**config.mk**
```make
export PLATFORM = sky130hd
export DESIGN_NAME = hawkes_event_gen_flat
export DESIGN_NICKNAME = d
export VERILOG_FILES = /design/src/rtl/hawkes_pkg.sv /design/src/rtl/hawkes_event_gen_if.sv /design/src/rtl/hawkes_event_gen_lfsr16.sv /design/src/rtl/hawkes_event_gen.sv /design/src/flat_wrapper.sv
export SDC_FILE = /design/constraint.sdc
export NUM_CORES = 1
export LEC_CHECK = 0
export CAP_MARGIN = 20
export CORE_AREA = 8 8 93 95
export DETAILED_ROUTE_END_ITERATION = 7
export DIE_AREA = 0 0 101 103
export HOLD_SLACK_MARGIN = 0.1
export PLACE_DENSITY = 0.74
export SLEW_MARGIN = 15
export SYNTH_ARGS = -nofsm -noshare
export SYNTH_HDL_FRONTEND = slang
export SYNTH_SLANG_ARGS = --single-unit
```
**constraint.sdc**
```tcl
create_clock -name clk -period 2.3 [get_ports clk]
set_input_delay 0.46 -clock clk [delete_from_list [all_inputs] [get_ports clk]]
set_output_delay 0.46 -clock clk [all_outputs]
set_load 0.01 [all_outputs]
```
**src/rtl/hawkes_pkg.sv**
```systemverilog
// hawkes_pkg: shared types, Q-format widths and LFSR constants for the Hawkes Monte-Carlo blocks
package hawkes_pkg;
  localparam int LAMBDA_W = 9;
  localparam int S_W = 9;
  localparam int TIME_W = 16;
  localparam logic [15:0] LFSR_MASK = 16'hB400;
  localparam logic [15:0] LFSR_DEFAULT = 16'hACE1;
  localparam logic [1:0] K_EXCITE = 2'b11;
  localparam logic [1:0] K_DECAY = 2'b10;
  typedef enum logic [2:0] {IDLE, ISSUE, GUARD, WAIT, DECIDE, FINISH, ERROR} state_t;
  function automatic logic [15:0] lfsr_next(input logic [15:0] x);
    return x[0] ? ((x >> 1) ^ LFSR_MASK) : (x >> 1);
  endfunction
endpackage

```
**src/rtl/hawkes_event_gen_if.sv**
```systemverilog
// hawkes_event_gen_if: request/response handshake between the event sampler and the state calculator
interface hawkes_event_gen_if;
  import hawkes_pkg::*;
  logic calc_start;
  logic [S_W-1:0] calc_s;
  logic [1:0] calc_k;
  logic calc_done;
  logic [LAMBDA_W-1:0] calc_lambda;
  modport master(output calc_start, calc_s, calc_k, input calc_done, calc_lambda);
  modport slave(input calc_start, calc_s, calc_k, output calc_done, calc_lambda);
endinterface

```
**src/rtl/hawkes_event_gen_lfsr16.sv**
```systemverilog
// lfsr16: 16-bit Galois LFSR, seed loaded on reset, advances when en is high
module lfsr16
  import hawkes_pkg::*;
#(
  parameter logic [15:0] SEED = 16'hACE1
) (
  input  logic        clk,
  input  logic        rst_n,
  input  logic        en,
  output logic [15:0] q
);
  // an all-zero seed would lock the register, so fall back to the default
  localparam logic [15:0] INIT = (SEED == 16'h0000) ? LFSR_DEFAULT : SEED;
  always_ff @(posedge clk) begin
    if (!rst_n) q <= INIT;
    else if (en) q <= lfsr_next(q);
  end
endmodule

```
**src/rtl/hawkes_event_gen.sv**
```systemverilog
// hawkes_event_gen: steps simulated time, requests lambda from the state calculator and thins events with an LFSR
module hawkes_event_gen
  import hawkes_pkg::*;
#(
  parameter logic [7:0]  STEP       = 8'd16,
  parameter int          MAX_EVENTS = 16,
  parameter logic [15:0] SEED       = 16'hACE1,
  parameter int          TIMEOUT    = 64
) (
  input  logic                clk,
  input  logic                rst_n,
  input  logic                run,
  hawkes_event_gen_if.master  calc,
  output logic                event_valid,
  output logic [TIME_W-1:0]   event_time,
  output logic [TIME_W-1:0]   event_count,
  output logic                busy,
  output logic                finished,
  output logic                timeout_err
);
  state_t state, state_nx;
  logic [TIME_W-1:0] time_acc;
  logic [15:0] wait_cnt, lfsr;
  logic [LAMBDA_W-1:0] lambda_q, pq, u;
  logic pend_exc, accept, last, active;
  lfsr16 #(.SEED(SEED)) u_lfsr (.clk(clk), .rst_n(rst_n), .en(state == DECIDE), .q(lfsr));
  // acceptance probability lambda*STEP in Q1.8; the low byte of the LFSR is the uniform draw
  assign pq = LAMBDA_W'((17'(lambda_q) * 17'(STEP)) >> 8);
  assign u = LAMBDA_W'(lfsr & 16'h00FF);
  assign accept = u < pq;
  assign last = event_count == TIME_W'(MAX_EVENTS - 1);
  assign active = state inside {ISSUE, GUARD, WAIT};
  assign calc.calc_start = state == ISSUE;
  assign calc.calc_s = active ? S_W'(STEP) : '0;
  assign calc.calc_k = active ? (pend_exc ? K_EXCITE : K_DECAY) : 2'b00;
  assign busy = !(state inside {IDLE, FINISH});
  assign finished = state == FINISH;
  assign timeout_err = state == ERROR;
  always_comb begin
    state_nx = state;
    case (state)
      IDLE:    state_nx = run ? ISSUE : IDLE;
      ISSUE:   state_nx = GUARD;
      GUARD:   state_nx = WAIT;
      WAIT:    state_nx = calc.calc_done ? DECIDE : (wait_cnt == 16'(TIMEOUT - 1)) ? ERROR : WAIT;
      DECIDE:  state_nx = (accept && last) ? FINISH : run ? ISSUE : IDLE;
      FINISH:  state_nx = run ? FINISH : IDLE;
      default: state_nx = state;
    endcase
  end
  always_ff @(posedge clk) begin
    if (!rst_n) begin
      state       <= IDLE;
      time_acc    <= '0;
      wait_cnt    <= '0;
      lambda_q    <= '0;
      pend_exc    <= 1'b0;
      event_valid <= 1'b0;
      event_time  <= '0;
      event_count <= '0;
    end else begin
      state       <= state_nx;
      event_valid <= state == DECIDE && accept;
      wait_cnt    <= state == WAIT ? wait_cnt + 16'd1 : '0;
      if (state == ISSUE) time_acc <= time_acc + TIME_W'(STEP);
      if (state == WAIT && calc.calc_done) lambda_q <= calc.calc_lambda;
      if (state == DECIDE) pend_exc <= accept;
      if (state == DECIDE && accept) begin
        event_time  <= time_acc;
        event_count <= event_count + 1'b1;
      end
      if (state == FINISH && !run) begin
        event_count <= '0;
        time_acc    <= '0;
      end
    end
  end
endmodule

```
**src/flat_wrapper.sv**
```systemverilog
// flat-port wrapper written by rule: the top's interface ports become plain ports
module hawkes_event_gen_flat import hawkes_pkg::*;
#(
  parameter logic [7:0]  STEP       = 8'd16,
  parameter int          MAX_EVENTS = 16,
  parameter logic [15:0] SEED       = 16'hACE1,
  parameter int          TIMEOUT    = 64
)
  (clk, rst_n, run, event_valid, event_time, event_count, busy, finished, timeout_err, calc_calc_start, calc_calc_s, calc_calc_k, calc_calc_done, calc_calc_lambda);
  hawkes_event_gen_if calc_i ();
  input  logic clk;
  input  logic rst_n;
  input  logic run;
  output logic event_valid;
  output logic [TIME_W-1:0] event_time;
  output logic [TIME_W-1:0] event_count;
  output logic busy;
  output logic finished;
  output logic timeout_err;
  output wire logic [$bits(calc_i.calc_start)-1:0] calc_calc_start;
  output wire logic [$bits(calc_i.calc_s)-1:0] calc_calc_s;
  output wire logic [$bits(calc_i.calc_k)-1:0] calc_calc_k;
  input wire logic [$bits(calc_i.calc_done)-1:0] calc_calc_done;
  input wire logic [$bits(calc_i.calc_lambda)-1:0] calc_calc_lambda;
  assign calc_calc_start = calc_i.calc_start;
  assign calc_calc_s = calc_i.calc_s;
  assign calc_calc_k = calc_i.calc_k;
  assign calc_i.calc_done = calc_calc_done;
  assign calc_i.calc_lambda = calc_calc_lambda;
  hawkes_event_gen #(.STEP(STEP), .MAX_EVENTS(MAX_EVENTS), .SEED(SEED), .TIMEOUT(TIMEOUT)) u_core (.clk(clk), .rst_n(rst_n), .run(run), .calc(calc_i), .event_valid(event_valid), .event_time(event_time), .event_count(event_count), .busy(busy), .finished(finished), .timeout_err(timeout_err));
endmodule
```
After elaboration in Yosys (flattened, before gate mapping) --
Index checks and enable logic that the tools add are counted.
Word-level totals: bits in registers 94, output and inout port bits 48, logic and storage cells 45
Cells by class: add/subtract/negate cells 3, order comparisons 1, eq/ne operators 8, multiplexer cells 10, bitwise gates (word level) 2, reductions and logical operators 12
Operators by type and width (count):
- $add 16x1->16 const B | 2
- $pmux 3 s6 | 1
- $add 16x5->16 const B | 1
- $eq 16x4->1 const B | 1
- $eq 16x6->1 const B | 1
- $mux 16 | 1
- $mux 3 | 4
- $eq 3x3->1 const B | 3
- $lt 8x5->1 | 1
- $eq 3x2->1 const B | 2
- $reduce_bool 6->1 | 1
- $mux 5 | 1
- $logic_and 1x1->1 | 4
- $not 3->4 | 1
- $eq 3x1->1 const B | 1
- $logic_not 3->1 | 1
- $reduce_bool 3->1 | 1
- $logic_not 1->1 | 2
- $mux 1 | 2
- $mux 2 | 1
- $reduce_and 2->1 | 1
- $reduce_bool 2->1 | 1
- $reduce_or 2->1 | 1
- $not 1->1 | 1

Longest topological paths before layout --
Gate-level depths: netlist (run 1).
depth in word-level cells 4, mapped depth 9

Modules after synthesis --
Synthesis (run 1) repeated with hierarchy kept, for this count alone.
Unflattened totals: cell total of the unflattened synthesis 433, area total of the unflattened synthesis 3798.6 um^2
Modules (own cells, without submodules):
- hawkes_event_gen | instances 1, cells an instance 377, area each 3166.8 um^2, sequential area each 1321.3 um^2
- lfsr16 | instances 1, cells an instance 56, area each 631.9 um^2, sequential area each 320.3 um^2

Least setup slack after synthesis (run 1) --
No wires, ideal clock.
kind register to register, from register u_core.lambda_q[8], to register u_core.event_count[13], library setup time 132 ps, arrival time 1961 ps, data required time 2168 ps, path slack 207 ps, cell stages (with the launch flop) 10, path buffers 2, period minus slack after synthesis 2093 ps, path through dfxtp_1 -> inv_1 -> ha_1 -> a2111oi_4 -> nand4b_4 -> a21o_4 -> buf_6 -> buf_2 -> o31ai_1 -> a21oi_1
On the way: longest elaborated chain between the ends 2
RTL lines:
- start: declaration | RTL line hawkes_event_gen.sv:24 | logic [LAMBDA_W-1:0] lambda_q, pq, u;
- start signal: assignment | RTL line hawkes_event_gen.sv:66 | if (state == WAIT && calc.calc_done) lambda_q <= calc.calc_lambda;
- $lt 8x5->1 | RTL line hawkes_event_gen.sv:30 | assign accept = u < pq;
- $logic_and 1x1->1 | RTL line hawkes_event_gen.sv:68 | if (state == DECIDE && accept) begin
- end signal: assignment | RTL line hawkes_event_gen.sv:70 | event_count <= event_count + 1'b1;
- end: declaration | RTL line hawkes_event_gen.sv:16 | output logic [TIME_W-1:0] event_count,
Every way passes these cells. A chain may end at the register's enable or synchronous reset.

Final worst setup path (run 1) --
from register u_core.lambda_q[8], to register u_core.event_count[10]
Same word-level chain as after synthesis.

==> impl_metrics.ini, run 1 <==
[yosys]
post-synth-top-area-fraction = 0.441
ys_seq_area_frac = 0.441
syn_area_sq_um = 3720
yosys_most_used_dff = dfxtp_1
post-synth-top-area-cell = dfxtp_1
synth.lib_cells_used.distinct = 43
synthesis.yosys.warnings = 0
synthMostInstantiatedCell = dfxtp_1
netlist_top_cells_count = dfxtp_1, nand2_1, nor2_1
synth.area.top_cells = dfxtp_1, nand2_1, xor2_1, nor2_1, a21boi_0
synthCells = 433
async_reset_ff_frac = 0
avgSynthCellArea_sq_um = 8.59
synth_edf_count = 0
postSynthRegisterBits = 82

[global_route]
grt_start_max_net_pins = 29
first_global_vias = 2865
grtUsageTotal = 0.154
globalRoute.totalOverflow = 0
antenna_found_initial = 0
grt_first_pass_wirelength_mm = 13.0

[sta]
rsz0062_at_grt = true
min_period_ns = 2.22
clock.fmax_ghz = 0.451
timing.max_slew.rel_slack = 0.611
hold-worst-slack_ns = 0.457
timing.final.max_slew_violations = 0
timing_hold_violations_final = 0
worst_clock_skew_ns = 0.00714
tightestPinTransition_ns = 0.580
final_min_period_over_clock_period = 0.964
setup_viol_count_final = 0

[route]
routed_wirelength_mm = 8.06
wl_per_cell_um = 13.8
drt_first_pass_iters = 4
detail-route-antenna-nets = 0
routed_via_density = 5.27
routed-via-count = 3078
route.detailed.drc = 0
drt_first_iter_violations = 112

[job]
max-cap-violations = 0

[pwr]
cellPowerDensity_nw_per_um2 = 600
power_consumption_mw = 2.68
power_leakage_nw = 1.61
worst_vdd_ir_mv = 0.334

[cts]
ctsRootBufferMaster = clkbuf_8
worst_setup_hold_path_clk_slew_ns = 0.08
cts_tree = done
cts-buffers-inserted = 9
clkLatencyLatePin_ns = 0.34
ctsHtreeMaxLevel = 3
hold_buffers = 0
tritoncts_num_sinks = 82
cts-root-to-sink-buffers = 2

[floorplanning]
die_w_um = 101
die_area_sq_um = 10400
core_area_sq_um = 7140
placementRows = 31
vertical_die_dimension_um = 103
initial_core_util = 0.521
design.portCount = 61

[min_path]
min-delay-path-class = flip-flop to flip-flop
hold_depth = 1

[finish]
fin_nets = 500
syn_to_final_growth_pct = 20.2
antenna_cells_inserted = 0
final_layout_size_suffix_gt1_frac = 0.0825

[critical_path]
worst-path-buf-inv = 1
worst_path_dominant_cell_family = compound AO/OA/AOI/OAI gates
crit_path_dat_ns = 2.50
cpMaxStageDelayCell = or4_1
timing.critical_path.slowest_cell_delay_ns = 0.51
crit_required_ns = 2.58
critical_path_peak_fanout = 7
logic_depth_of_the_worst_path_buffers_included = 7
ordered_list_of_cells_on_the_worst_path = inv_1 -> ha_4 -> a2111oi_4 -> nand4b_4 -> a21o_4 -> or4_1 -> a21oi_1
end_kind = flip-flop
timing.setup.critical_path_class = flip-flop to flip-flop
reg2reg_depth = 7
kind_of_start_point_of_the_critical_path = flip-flop

[status]
status = finished clean

[placed_design]
detailedPlacementHpwl_mm = 5.53
numPortBuffers = 44
final_gp_congestion = 0.773
==> layer usage <==
metal,up-vias,part of all wire,global-route usage
li1,1551,-,-
met1,1451,0.47,0.183
met2,69,0.47,0.263
met3,7,0.057,0.0398
met4,0,0.0060,0.0550
met5,-,0,0
==> where the power goes <==
| part | total (mW) | leakage, nW | switching [mW] | internal [mW] |
|---|---|---|---|---|
| Clock | 1.07 | 0.0986 | 0.511 | 0.560 |
| Combinational | 0.166 | 0.852 | 0.0883 | 0.0781 |
| Sequential | 1.44 | 0.662 | 0.0138 | 1.43 |
| Total | 2.68 | 1.61 | 0.614 | 2.07 |
==> cell type report <==
type                            count  area [sq um]
Clock buffer                       12           155
Multi-Input combinational cell    318          1920
Sequential cell                    82          1640
Clock inverter                      4          50.0
Inverter                           12          45.0
Timing Repair Buffer               57           538
Fill cell                         630          2670
Tap cell                           99           124
==> cell usage in the layout, fill, tap and decap left out, types with 12 or more instances in the layout <==
| cell type | instances |
|---|---|
| nand3_1 | 23 |
| xor2_1 | 17 |
| buf_4 | 13 |
| nand2_1 | 75 |
| conb_1 | 12 |
| nor2_1 | 38 |
| inv_1 | 12 |
| a21oi_1 | 20 |
| xnor2_1 | 13 |
| clkdlybuf4s50_1 | 44 |
| dfxtp_1 | 81 |
| a21boi_0 | 19 |
==> repair_timing <==
action	CTS	global route
gates resized for setup	1	2
gates cloned	0	2
endpoints found under the setup margin	1	10
pin swaps	0	2
buffers inserted	0	1
==> path summary, 6_finish.rpt <==
check | start | to | slack (ns)
setup reg to reg | u_core.lambda_q[8] | u_core.event_count[10] | 0.08
hold / removal | u_core.wait_cnt[0] | u_core.wait_cnt[0] | 0.46
hold reg to reg | u_core.wait_cnt[0] | u_core.wait_cnt[0] | 0.46
setup / recovery | u_core.lambda_q[8] | u_core.event_count[10] | 0.08
==> logic make-up (layout without fill, tap and decap cells) <==
kind of cell	after synthesis	count (layout)	share of synthesized area
simple gates	192	192	0.252
compound gates	69	71	0.131
flops	82	82	0.441
other cells	1	12	0.00101
mux	6	6	0.0161
xor+xnor	30	30	0.0706
fa+ha+maj	7	7	0.0235
buf+inv	46	85	0.0642
==> state kept, by name, indices dropped and copies added, names as in the netlist <==
register	flops
u_core.event_valid	1
u_core.event_count	16
u_core.u_lfsr.q	16
u_core.pend_exc	1
u_core.wait_cnt	16
u_core.state	3
u_core.time_acc	12
u_core.lambda_q	5
u_core.event_time	12
==> through the flow <==
stage               cell area, sq um   util  worst slack [ns]  cells  TNS (ns)
global placement                4230  0.592            0.0909    565         0
detailed placement              4230  0.592            0.0505    565         0
finish                          4470  0.627            0.0838    584         0
CTS                             4430  0.621            0.0234    581         0
global route                    4470  0.627           -0.0305    584   -0.0591
floorplan                       3760      -             0.207    444         0
No activity file was read; power rests on OpenSTA's default activity.
==> run 2: changes to the inputs <==
--- a/config.mk
+++ b/config.mk
@@ -11,7 +11,7 @@
 export DIE_AREA = 0 0 101 103
 export HOLD_SLACK_MARGIN = 0.1
 export PLACE_DENSITY = 0.74
-export SLEW_MARGIN = 15
+export SLEW_MARGIN = 10
 export SYNTH_ARGS = -nofsm -noshare
 export SYNTH_HDL_FRONTEND = slang
 export SYNTH_SLANG_ARGS = --single-unit
==> results of run 2 <==
Same layout as run 1: the final DEF is identical, and so are final timing and power.
